### src/rtl/hex_display_if.sv
// Load/display bus between a requester and hex_display_ctrl.
interface hex_display_if #(
  parameter int unsigned NUM_DIGITS = 6,
  parameter int unsigned VAL_WIDTH  = 32
);
  logic [VAL_WIDTH-1:0]    val;
  logic                    load;
  logic                    mode_dec;
  logic                    blank_lz;
  logic [7*NUM_DIGITS-1:0] segs;
  logic                    busy;
  logic                    done;
  logic                    overflow;

  modport master (
    output val, load, mode_dec, blank_lz,
    input  segs, busy, done, overflow
  );

  modport slave (
    input  val, load, mode_dec, blank_lz,
    output segs, busy, done, overflow
  );
endinterface

### src/rtl/hex_display_ctrl.sv
// Multi-digit seven-segment driver: hex pass-through or serial double-dabble decimal
// conversion, with leading-zero blanking and an all-dash overflow indication.
module hex_display_ctrl #(
  parameter int unsigned NUM_DIGITS = 6,
  parameter int unsigned VAL_WIDTH  = 32
) (
  input  logic         clk,
  input  logic         rst,
  hex_display_if.slave bus
);

  localparam int unsigned DIG_W  = 4 * NUM_DIGITS;
  localparam int unsigned SEG_W  = 7 * NUM_DIGITS;
  localparam int unsigned CNT_W  = $clog2(VAL_WIDTH);
  localparam logic [6:0]  SEG_DASH  = 7'b0111111;
  localparam logic [6:0]  SEG_BLANK = 7'b1111111;

  typedef enum logic [1:0] {S_IDLE, S_CONV, S_LATCH} state_t;

  state_t               state_q;
  logic [VAL_WIDTH-1:0] shreg_q;
  logic [DIG_W-1:0]     bcd_q;
  logic [CNT_W-1:0]     cnt_q;
  logic                 conv_ovf_q;
  logic                 mode_q;
  logic                 blank_q;
  logic [SEG_W-1:0]     segs_q;
  logic                 busy_q;
  logic                 done_q;
  logic                 ovf_q;

  logic [DIG_W-1:0]     bcd_adj_c;
  logic [DIG_W-1:0]     bcd_shift_c;
  logic                 bcd_carry_c;
  logic [DIG_W-1:0]     hex_digits_c;
  logic                 hex_ovf_c;
  logic [DIG_W-1:0]     disp_digits_c;
  logic                 disp_ovf_c;
  logic [SEG_W-1:0]     disp_segs_c;
  logic                 leading_c;
  logic [3:0]           nib_c;

  // Active-low a..g pattern for one nibble.
  function automatic logic [6:0] seven_segment(input logic [3:0] d);
    case (d)
      4'h0:    return 7'b1000000;
      4'h1:    return 7'b1111001;
      4'h2:    return 7'b0100100;
      4'h3:    return 7'b0110000;
      4'h4:    return 7'b0011001;
      4'h5:    return 7'b0010010;
      4'h6:    return 7'b0000010;
      4'h7:    return 7'b1111000;
      4'h8:    return 7'b0000000;
      4'h9:    return 7'b0010000;
      4'hA:    return 7'b0001000;
      4'hB:    return 7'b0000011;
      4'hC:    return 7'b1000110;
      4'hD:    return 7'b0100001;
      4'hE:    return 7'b0000110;
      default: return 7'b0001110;
    endcase
  endfunction

  // One double-dabble step: add-3 correction then shift in the next value bit.
  always_comb begin
    bcd_adj_c = '0;
    for (int i = 0; i < int'(NUM_DIGITS); i++) begin
      bcd_adj_c[4*i +: 4] = (bcd_q[4*i +: 4] >= 4'd5) ? bcd_q[4*i +: 4] + 4'd3
                                                      : bcd_q[4*i +: 4];
    end
  end

  assign bcd_shift_c  = {bcd_adj_c[DIG_W-2:0], shreg_q[VAL_WIDTH-1]};
  assign bcd_carry_c  = bcd_adj_c[DIG_W-1];
  assign hex_digits_c = DIG_W'(shreg_q);

  if (VAL_WIDTH > DIG_W) begin : g_hex_ovf
    assign hex_ovf_c = |shreg_q[VAL_WIDTH-1:DIG_W];
  end else begin : g_no_hex_ovf
    assign hex_ovf_c = 1'b0;
  end

  // Segment image presented at LATCH; scans from the top digit to track leading zeros.
  always_comb begin
    disp_digits_c = mode_q ? bcd_q : hex_digits_c;
    disp_ovf_c    = mode_q ? conv_ovf_q : hex_ovf_c;
    disp_segs_c   = '1;
    leading_c     = 1'b1;
    nib_c         = '0;
    for (int k = int'(NUM_DIGITS) - 1; k >= 0; k--) begin
      nib_c = disp_digits_c[4*k +: 4];
      if (nib_c != 4'd0) leading_c = 1'b0;
      if (disp_ovf_c)                         disp_segs_c[7*k +: 7] = SEG_DASH;
      else if (blank_q && leading_c && k != 0) disp_segs_c[7*k +: 7] = SEG_BLANK;
      else                                    disp_segs_c[7*k +: 7] = seven_segment(nib_c);
    end
  end

  always_ff @(posedge clk or posedge rst) begin
    if (rst) begin
      state_q    <= S_IDLE;
      shreg_q    <= '0;
      bcd_q      <= '0;
      cnt_q      <= '0;
      conv_ovf_q <= 1'b0;
      mode_q     <= 1'b0;
      blank_q    <= 1'b0;
      segs_q     <= '1;
      busy_q     <= 1'b0;
      done_q     <= 1'b0;
      ovf_q      <= 1'b0;
    end else begin
      done_q <= 1'b0;
      unique case (state_q)
        S_IDLE: begin
          if (bus.load) begin
            shreg_q <= bus.val;
            mode_q  <= bus.mode_dec;
            blank_q <= bus.blank_lz;
            if (bus.mode_dec) begin
              bcd_q      <= '0;
              conv_ovf_q <= 1'b0;
              cnt_q      <= CNT_W'(VAL_WIDTH - 1);
              busy_q     <= 1'b1;
              state_q    <= S_CONV;
            end else begin
              state_q <= S_LATCH;
            end
          end
        end
        S_CONV: begin
          bcd_q      <= bcd_shift_c;
          shreg_q    <= {shreg_q[VAL_WIDTH-2:0], 1'b0};
          conv_ovf_q <= conv_ovf_q | bcd_carry_c;
          if (cnt_q == '0) begin
            busy_q  <= 1'b0;
            state_q <= S_LATCH;
          end else begin
            cnt_q <= cnt_q - CNT_W'(1);
          end
        end
        S_LATCH: begin
          segs_q  <= disp_segs_c;
          ovf_q   <= disp_ovf_c;
          done_q  <= 1'b1;
          state_q <= S_IDLE;
        end
        default: state_q <= S_IDLE;
      endcase
    end
  end

  assign bus.segs     = segs_q;
  assign bus.busy     = busy_q;
  assign bus.done     = done_q;
  assign bus.overflow = ovf_q;

endmodule

### src/flat_wrapper.sv
// flat-port wrapper written by rule: the top's interface ports become plain ports
module hex_display_ctrl_flat 
#(
  parameter int unsigned NUM_DIGITS = 6,
  parameter int unsigned VAL_WIDTH  = 32
)
  (clk, rst, bus_val, bus_load, bus_mode_dec, bus_blank_lz, bus_segs, bus_busy, bus_done, bus_overflow);
  hex_display_if #(.NUM_DIGITS(NUM_DIGITS), .VAL_WIDTH(VAL_WIDTH)) bus_i ();
  input  logic clk;
  input  logic rst;
  input wire logic [$bits(bus_i.val)-1:0] bus_val;
  input wire logic [$bits(bus_i.load)-1:0] bus_load;
  input wire logic [$bits(bus_i.mode_dec)-1:0] bus_mode_dec;
  input wire logic [$bits(bus_i.blank_lz)-1:0] bus_blank_lz;
  output wire logic [$bits(bus_i.segs)-1:0] bus_segs;
  output wire logic [$bits(bus_i.busy)-1:0] bus_busy;
  output wire logic [$bits(bus_i.done)-1:0] bus_done;
  output wire logic [$bits(bus_i.overflow)-1:0] bus_overflow;
  assign bus_i.val = bus_val;
  assign bus_i.load = bus_load;
  assign bus_i.mode_dec = bus_mode_dec;
  assign bus_i.blank_lz = bus_blank_lz;
  assign bus_segs = bus_i.segs;
  assign bus_busy = bus_i.busy;
  assign bus_done = bus_i.done;
  assign bus_overflow = bus_i.overflow;
  hex_display_ctrl #(.NUM_DIGITS(NUM_DIGITS), .VAL_WIDTH(VAL_WIDTH)) u_core (.clk(clk), .rst(rst), .bus(bus_i));
endmodule
### config.mk
export PLATFORM = sky130hd
export DESIGN_NAME = hex_display_ctrl_flat
export DESIGN_NICKNAME = d
export VERILOG_FILES = /design/src/rtl/hex_display_if.sv /design/src/rtl/hex_display_ctrl.sv /design/src/flat_wrapper.sv
export SDC_FILE = /design/constraint.sdc
export NUM_CORES = 1
export LEC_CHECK = 0
export ABC_CLOCK_PERIOD_IN_PS = 5800
export CAP_MARGIN = 40
export CORE_ASPECT_RATIO = 0.6
export CORE_UTILIZATION = 40
export DETAILED_ROUTE_END_ITERATION = 6
export GPL_TIMING_DRIVEN = 0
export HOLD_SLACK_MARGIN = 0.05
export PLACE_DENSITY_LB_ADDON = 0.25
export SYNTH_ARGS = -nofsm -noshare
export SYNTH_HDL_FRONTEND = slang
export SYNTH_SLANG_ARGS = --single-unit
### constraint.sdc
create_clock -name clk -period 5.8 [get_ports clk]
set_clock_uncertainty 0.15 [all_clocks]
set_input_delay 1.16 -clock clk [delete_from_list [all_inputs] [get_ports clk]]
set_output_delay 1.16 -clock clk [all_outputs]
set_load 0.02 [all_outputs]
# [Yosys cells after proc, flatten, opt, wreduce, memory -nomap -nowiden]
# Memory sizes are Yosys's and may differ from the RTL's.
# Index checks and enable logic that the tools add are counted.
[classes] addsub=7 magnitude_cmp=6 n_eq_ne=6 muxes=45 bitwise_logic=1 n_reduce_logical=20
[ops] op="$mux W7" n=11
[ops] op="$mux W24" n=3
[ops] op="$pmux W32 S2" n=1
[ops] op="$pmux W24 S2" n=1
[ops] op="$mux W32" n=1
[ops] op="$add A4 B2 Y4 const B" n=6
[ops] op="$ge A4 B3 Y1 const B" n=6
[ops] op="$mux W4" n=6
[ops] op="$reduce_bool A4 Y1" n=5
[ops] op="$mux W5" n=3
[ops] op="$mux W1" n=12
[ops] op="$pmux W5 S2" n=1
[ops] op="$reduce_and A4 Y1" n=2
[ops] op="$reduce_or A8 Y1" n=1
[ops] op="$mux W2" n=3
[ops] op="$ne A2 B2 Y1 const B" n=3
[ops] op="$reduce_and A2 Y1" n=3
[ops] op="$logic_and A1 B1 Y1" n=5
[ops] op="$logic_not A5 Y1" n=1
[ops] op="$sub A5 B1 Y5 const B" n=1
[ops] op="$pmux W1 S2" n=2
[ops] op="$pmux W2 S2" n=1
[ops] op="$reduce_and A3 Y1" n=1
[ops] op="$eq A2 B1 Y1 const B" n=1
[ops] op="other kinds (5)" n=5
[totals] ff_bits=111 mem_bits_ro=672 in_bits=37 output_inout_bits=45 word_cells=102 memories=6
[mem_list] memory="(name not given)" words=16 word_bits=7 read_ports=1 rd_clocked_by_memory_dff=0 wr=0 line_no="hex_display_ctrl.sv:45" source="case (d)"
[mem_list] memory="(name not given)" words=16 word_bits=7 read_ports=1 rd_clocked_by_memory_dff=0 wr=0 line_no="hex_display_ctrl.sv:45"
[mem_list] memory="(name not given)" words=16 word_bits=7 read_ports=1 rd_clocked_by_memory_dff=0 wr=0 line_no="hex_display_ctrl.sv:45"
[mem_list] memory="(name not given)" words=16 word_bits=7 read_ports=1 rd_clocked_by_memory_dff=0 wr=0 line_no="hex_display_ctrl.sv:45"
[mem_list] memory="(name not given)" words=16 word_bits=7 read_ports=1 rd_clocked_by_memory_dff=0 wr=0 line_no="hex_display_ctrl.sv:45"
[mem_list] memory="(name not given)" words=16 word_bits=7 read_ports=1 rd_clocked_by_memory_dff=0 wr=0 line_no="hex_display_ctrl.sv:45"

# [Logic depth before layout (Yosys ltp)]
# Gate-level depths: netlist (run 1).
[depth] depth_word=10 mapped_depth=10 ltp_nobuf=7

# [Worst setup path before layout (run 1)]
# No wires, ideal clock.
[synth_timing] kind="flip-flop to flip-flop" startpoint="register u_core.mode_q" endpoint="register u_core.segs_q[8] (netlist: u_core.bus.segs[8])" setup_ns=0.077 t_arrival_ns=2.441 required_time_ns=5.573 slack_ns=3.132 stages_incl_launch_ff=10 path_buffers=3 period_less_slack_ns=2.668 path_cell_list="dfrtp_1 > buf_6 > buf_4 > buf_2 > mux2i_1 > ha_1 > o211ai_1 > nor4_2 > a31oi_2 > a31oi_1"
[synth_via] elab_chain_len=10 elab_cells_between_ends=16 cone_classes="9 x mux; 6 x reduce/logical; 1 x memory"
[synth_lines] element="from (decl)" line_no="hex_display_ctrl.sv:25" source="logic mode_q;"
[synth_lines] element="from (signal assigned)" line_no="hex_display_ctrl.sv:119" source="mode_q <= bus.mode_dec;"
[synth_lines] element="$mux W24" line_no="hex_display_ctrl.sv:86" source="disp_digits_c = mode_q ? bcd_q : hex_digits_c;"
[synth_lines] element="$reduce_bool A4 Y1" line_no="hex_display_ctrl.sv:93" source="if (nib_c != 4'd0) leading_c = 1'b0;"
[synth_lines] element="$mux W1 (5 in series)" line_no="hex_display_ctrl.sv:93"
[synth_lines] element="$logic_and A1 B1 Y1" line_no="hex_display_ctrl.sv:95" source="else if (blank_q && leading_c && k != 0) disp_segs_c[7*k +: 7] = SEG_BLANK;"
[synth_lines] element="$mux W7" line_no="hex_display_ctrl.sv:95"
[synth_lines] element="$mux W7 (*)" line_no="hex_display_ctrl.sv:94" source="if (disp_ovf_c) disp_segs_c[7*k +: 7] = SEG_DASH;"
[synth_lines] element="to (signal assigned)" line_no="hex_display_ctrl.sv:144" source="segs_q <= disp_segs_c;"
[synth_lines] element="to (decl)" line_no="hex_display_ctrl.sv:27" source="logic [SEG_W-1:0] segs_q;"
# Every way passes the cells marked *; elsewhere a longest branch is shown, timed or not.
# A chain may end at the register's enable or synchronous reset.

# [Worst setup path in the final report (run 1)]
[layout_timing] startpoint="register u_core.mode_q" endpoint="register u_core.segs_q[10] (netlist: u_core.bus.segs[10])"
# The elaborated chain is that of the path after synthesis.

==> results of run 1 <==
-- stage by stage --
stage          setup slack, ns  power (mW)  utilization
6_report                  2.24        4.90        0.503
5_1_grt                   2.10        5.28        0.503
4_1_cts                   2.32        4.88        0.503
3_5_place_dp              2.37        4.18        0.483
3_3_place_gp            -0.192        4.14        0.482
2_1_floorplan             1.63        3.33            -
-- state kept, by name (all words and copies together) (netlist names) --
register,cells
u_core.bus.done,1
u_core.shreg_q,32
u_core.bcd_q,24
u_core.state_q,2
u_core.bus.busy,1
u_core.bus.segs,42
u_core.bus.overflow,1
u_core.mode_q,1
u_core.cnt_q,5
u_core.blank_q,1
u_core.conv_ovf_q,1
-- metal layers --
layer  up-vias  part of all wire
li1       2801                 -
met1      2862              0.53
met2       180              0.40
met3         7             0.057
met4         0            0.0054
met5         -                 0
-- cells by family (layout without fill, tap and decap cells) --
group           Yosys count  in the layout  share of synthesized area
compound gates          229            229                      0.211
simple gates            206            206                      0.142
flops                   111            111                      0.415
buf+inv                  72            170                     0.0436
fa+ha+maj                50             50                     0.0917
mux                      43             43                     0.0787
xor+xnor                 14             14                     0.0180
-- how the worst max path moves through the flow --
stage                              start                              end  slack, ns  depth (start not counted)
2_1_floorplan                        rst      u_core.bcd_q[0]$_DFFE_PP0P_       1.63                          1
4_1_cts        u_core.mode_q$_DFFE_PP0P_  u_core.bus.segs[10]$_DFFE_PP1P_       2.32                          9
5_1_grt        u_core.mode_q$_DFFE_PP0P_  u_core.bus.segs[10]$_DFFE_PP1P_       2.10                          9
3_5_place_dp   u_core.mode_q$_DFFE_PP0P_  u_core.bus.segs[10]$_DFFE_PP1P_       2.37                          9
3_3_place_gp                         rst   u_core.shreg_q[11]$_DFFE_PP0P_      -0.19                          2
6_report       u_core.mode_q$_DFFE_PP0P_  u_core.bus.segs[10]$_DFFE_PP1P_       2.24                          9
-- power breakdown --
group / switching (mW) / internal (mW) / leakage [nW]
Combinational: 1.60 / 1.15 / 1.96
Sequential: 0.290 / 1.18 / 1.31
Clock: 0.299 / 0.381 / 0.150
-- layout make-up --
| cell class | count | share of cell area |
|---|---|---|
| inverter | 34 | 0.0158 |
| clock inverter | 5 | 0.00984 |
| sequential | 111 | 0.343 |
| tap | 228 | 0.0345 |
| clock buffer | 11 | 0.0282 |
| multi-input combinational | 542 | 0.447 |
| buffer | 38 | 0.0206 |
| timing repair buffer | 82 | 0.101 |
-- layout by cell type, fill, tap and decap left out, types with 27 or more instances in the layout --
cell             count
nand2_1             84
nor2_1              58
a22oi_1             27
clkbuf_1            31
o21ai_0             71
clkdlybuf4s50_1     81
dfrtp_1             69
dfstp_2             42
ha_1                50
inv_1               33
a21oi_1             48
-- critical path: cells and delay by family (launching register included) --
family                     cells  cell delay, ns
AOI/OAI and AO/OA              3            0.84
buffers and inverters          3            0.71
DFF                            1            0.34
and+or+nand+nor                1            0.57
muxes                          1            0.56
adders and majority gates      1            0.31
==> results_dict.tcl, run 1 <==
set metrics [dict create \
    status "completed" \
    drtPass1Iterations 5 \
    design_area_um2 8260 \
    yosysMostFrequentCell "nand2_1" \
    yosys-top-cells-count "84 x nand2_1, 71 x o21ai_0, 69 x dfrtp_1" \
    grt_use_met3 0.0361 \
    holdBufCountCts 0 \
    hold_start "u_core.bus.segs[20]$_DFFE_PP1P_" \
    peakVddDrop_mv 0.209 \
    ctsResizeCount 0 \
    crit_path_end_kind "flip-flop" \
    die_area_um2 17600 \
    p_leak_nw 3.43 \
    placedInstanceArea_um2 7950 \
    cp.arrival_ns 3.68 \
    vias 5850 \
    wl_mm 18.5 \
    hold_violations 0 \
    cts_max_level 3 \
    syn_to_final_growth_pct 21.1 \
    syn_inst 725 \
    hold_class "flip-flop to flip-flop" \
    postCtsSetupRepairBufs 0 \
    relSlewSlack 0.468 \
    drv_slew 0 \
    cts_inserted_buffers 9 \
    crit_required_ns 5.93 \
    grt_pass1_vias 5406 \
    r2r_slack_ns 2.24 \
    cp_slowest_cell "nor4_2" \
    cts_root_buf "clkbuf_16" \
    yosysWarnings 0 \
    grt_pass1_wl_mm 29.8 \
    multi_input_area_um2 3690 \
    hpwl_mm 13.8 \
    drive_gt1_frac 0.118 \
    start_kind "flip-flop" \
    grt_use_total 0.221 \
    top_usage_layer "met1" \
    clk_latency_ns 0.36 \
    synth_top_cell_by_area "dfrtp_1" \
    min_period_over_period 0.613 \
    fmax_mhz 281 \
    reg2reg_depth 9 \
    die_h_um 103 \
    synth_async_sr_flop_share 1.00 \
    initial_utilization 0.415 \
    finalNonFillerCells 1051 \
    detail_route.wl_per_cell_um 17.6 \
    synth-edff-count 0 \
    setup_violations 0 \
    met2_usage 0.316 \
    cpPeakStageDelay_ns 0.57 \
    whs_ns 0.302 \
    maxCapViolations 0 \
    min_to "u_core.bus.segs[20]$_DFFE_PP1P_" \
    cp_cell_sequence "buf_6, buf_4, buf_2, mux2i_1, ha_1, o211ai_1, nor4_2, a31oi_2, a21oi_1" \
    power_density_nw_per_um2 593 \
    finalWorstPathRequiredPeriod_ns 3.56 \
    place.gp.congestion 0.853 \
    clockBufferDepth 2 \
    rsz0062_at_grt "no" \
    min_path_cells 2 \
    antenna_found_initial 0 \
    worstMarginPinSlew_ns 0.776 \
    synthesis.nets 812 \
    ys_ff_latch 111 \
    path_clk_slew_ns 0.07 \
    syn_avg_cell_area_um2 9.41 \
    core-area_um2 16400 \
    final_antenna_net_count 0 \
    io-pin-count 82 \
    num-nets-final 905 \
    route.detailed.drc 0 \
    avgViaCountPerCell 5.57 \
    cp_max_fo 10 \
    synth_cell_types 59 \
    cts.sinks 111 \
    rr_endpoint "u_core.bus.segs[10]$_DFFE_PP1P_" \
    synthTopCellsByArea "dfrtp_1 25%, dfstp_2 16%, ha_1 9.2%, o21ai_0 5.2%, nand2_1 4.6%" \
    fin_tns_setup_ns 0 \
    synth_top_cell_area_share 0.253 \
    synth_flop_cell "dfrtp_1" \
    synth_area_um2 6820 \
    yosysSeqAreaShare 0.415 \
    diodes 0 \
    critPathKind "flip-flop to flip-flop" \
    tritoncts "yes" \
    numPortBuffers 81 \
    grt-ovfl-total 0 \
    timing.rr.start "u_core.mode_q$_DFFE_PP0P_" \
    grt_max_degree 60 \
    rows 36 \
    seqCellArea_um2 2830 \
    fillers 1545 \
    dp_cells 1035 \
    first_iter_violations 476 \
    gr-usage-met1 0.348 \
    die_x_um 171 \
]
No activity file was read; power rests on OpenSTA's default activity.
==> run 2: changes to the inputs <==
- ABC_CLOCK_PERIOD_IN_PS: 5800 -> 3300
- clock period: 5.8 -> 3.3 ns (I/O delays scaled with it)
==> run 2 against run 1 <==
Effect of this change:
- the run now ends with DRC left
- combinational power grew 77%
- die area is the same
- via count grew 0.58%
- power grew 75%
- setup slack lost 2.1 ns
- critical path type unchanged
- cell count grew 0.48%
- clock power grew 62%
- flip-flop and latch count is the same
- critical path depth grew 1
- sequential share of layout area shrank 0.20 points
- register-to-register slack lost 2.1 ns
- maximum frequency grew 14%
==> results_dict.tcl, run 2 (same netlist as run 1, synthesis figures left out) <==
set metrics [dict create \
    crit_required_ns 3.43 \
    layout_commonest_cell "nand2_1" \
    path_clk_slew_ns 0.08 \
    cts_inserted_buffers 9 \
    p_comb_frac 0.568 \
    min_period_over_period 0.944 \
    dp_cells 1037 \
    die_x_um 171 \
    switching_share 0.449 \
    route.detailed.drc 2 \
    rows 36 \
    hold_violations 0 \
    grt-ovfl-total 0 \
    holdBufCountCts 0 \
    setup_ws_ns 0.184 \
    multi_input_area_um2 3720 \
    die_area_um2 17600 \
    antenna_found_initial 0 \
    setup_violations 0 \
    die_h_um 103 \
    seq_power_share 0.304 \
    maxCapViolations 0 \
    cts.sinks 111 \
    vias 5884 \
    worstMarginPinSlew_ns 0.751 \
    final_antenna_net_count 0 \
    syn_to_final_growth_pct 21.8 \
    switchingPower_mw 3.83 \
    finalWorstPathRequiredPeriod_ns 3.12 \
    placedInstanceArea_um2 7980 \
    peakVddDrop_mv 0.424 \
    drtPass1Iterations 7 \
    violations "DRC" \
    initial_utilization 0.415 \
    rsz0062_at_grt "no" \
    layout_common_cells "84 x nand2_1, 81 x clkdlybuf4s50_1, 71 x o21ai_0" \
    num-nets-final 910 \
    p_int_mw 4.71 \
    numPortBuffers 81 \
    finalNonFillerCells 1056 \
    place.gp.congestion 0.872 \
    cp.arrival_ns 3.25 \
    grt_use_total 0.217 \
    core-area_um2 16400 \
    avgViaCountPerCell 5.57 \
    start_kind "flip-flop" \
    worstSetupStartpoint "u_core.mode_q$_DFFE_PP0P_" \
    power_density_nw_per_um2 1030 \
    largest_reg_flops 42 \
    relSlewSlack 0.485 \
    clock_power_share 0.128 \
    p_leak_nw 3.44 \
    hold_start "u_core.bus.segs[20]$_DFFE_PP1P_" \
    hold_class "flip-flop to flip-flop" \
    timing.rr.start "u_core.mode_q$_DFFE_PP0P_" \
    cts_max_level 3 \
    drive_gt1_frac 0.127 \
    cp_max_fo 10 \
    design_area_um2 8310 \
    clockBufferDepth 2 \
    dp_slack_ns -0.171 \
    fillers 1526 \
    hpwl_mm 13.8 \
    grt_max_degree 37 \
    seqCellArea_um2 2830 \
    finalPower_mw 8.55 \
    grt_pass1_wl_mm 29.2 \
    diodes 0 \
    grt_pass1_vias 5245 \
    tritoncts "yes" \
    clk_latency_ns 0.36 \
    detail_route.wl_per_cell_um 17.4 \
    crit_path_end_kind "flip-flop" \
    critPathKind "flip-flop to flip-flop" \
    drv_slew 0 \
    fmax_mhz 321 \
    cts_root_buf "clkbuf_16" \
    first_iter_violations 472 \
    io-pin-count 82 \
    status "finished with violations" \
    wl_mm 18.4 \
]
-- run 2: cell count changes in the layout (fill, tap and decap cells not counted), sizes merged --
cell    previous run  this run
clkinv             1         2
inv               35        34
clkbuf            41        42
buf                9        14
bufinv             2         1
-- run 2: worst paths after layout --
check                                                  end  slack, ns  cells past startpoint
max                         u_core.bus.segs[8]$_DFFE_PP1P_       0.18                     10
min                        u_core.bus.segs[20]$_DFFE_PP1P_       0.30                      2
max reg2reg                 u_core.bus.segs[8]$_DFFE_PP1P_       0.18                     10
min reg2reg                u_core.bus.segs[20]$_DFFE_PP1P_       0.30                      2
max in group asynchronous  u_core.bus.segs[14]$_DFFE_PP1P_       1.67                      4
min in group asynchronous   u_core.shreg_q[18]$_DFFE_PP0P_       0.50                      2
-- run 2: power groups by stage --
stage	clock, mW	combinational, mW	sequential [mW]
6_report	1.10	4.86	2.59
5_1_grt	1.16	5.36	2.68
3_5_place_dp	0	4.74	2.59
4_1_cts	1.12	4.78	2.58
3_3_place_gp	0	4.68	2.59
2_1_floorplan	0	3.12	2.74
-- run 2: layout make-up --
| type | count | area share |
|---|---|---|
| multi-input cells | 542 | 0.447 |
| flip-flops and latches | 111 | 0.341 |
| repair buffers | 87 | 0.107 |
| well taps | 228 | 0.0343 |
| clock buffers | 12 | 0.0285 |
| plain buffers | 38 | 0.0205 |
| inverters | 34 | 0.0158 |
| clock inverters | 4 | 0.00557 |
-- run 2: routing by layer --
metal	vias up	wire, um	GRT usage
met5	-	0	0
met4	0	180	0.0554
met3	14	1380	0.0407
met2	199	7290	0.301
met1	2867	9540	0.340
li1	2804	-	-
-- run 2: metrics by stage --
stage               hold slack (ns)  setup TNS, ns  utilization
CTS                           0.305              0        0.504
detailed placement            0.295          -1.50        0.485
floorplan                     0.315              0            -
global placement              0.295          -1.09        0.482
finish                        0.304              0        0.505
global route                  0.322              0        0.505
-- run 2: what timing repair did --
action	in CTS	in global routing
buffers inserted	1	2
resized for setup	2	3
endpoints found under the setup margin	13	18
hold endpoints to repair	0	0
pin swaps	1	1
-- run 2: worst max-delay path, stage by stage, from the launching register on --
cell	delay, ns
dfrtp_1	0.34
buf_6	0.16
buf_4	0.24
buf_2	0.35
mux2i_2	0.48
ha_1	0.30
nand3_2	0.16
nor4_2	0.30
buf_4	0.16
a31oi_2	0.19
a31oi_1	0.20
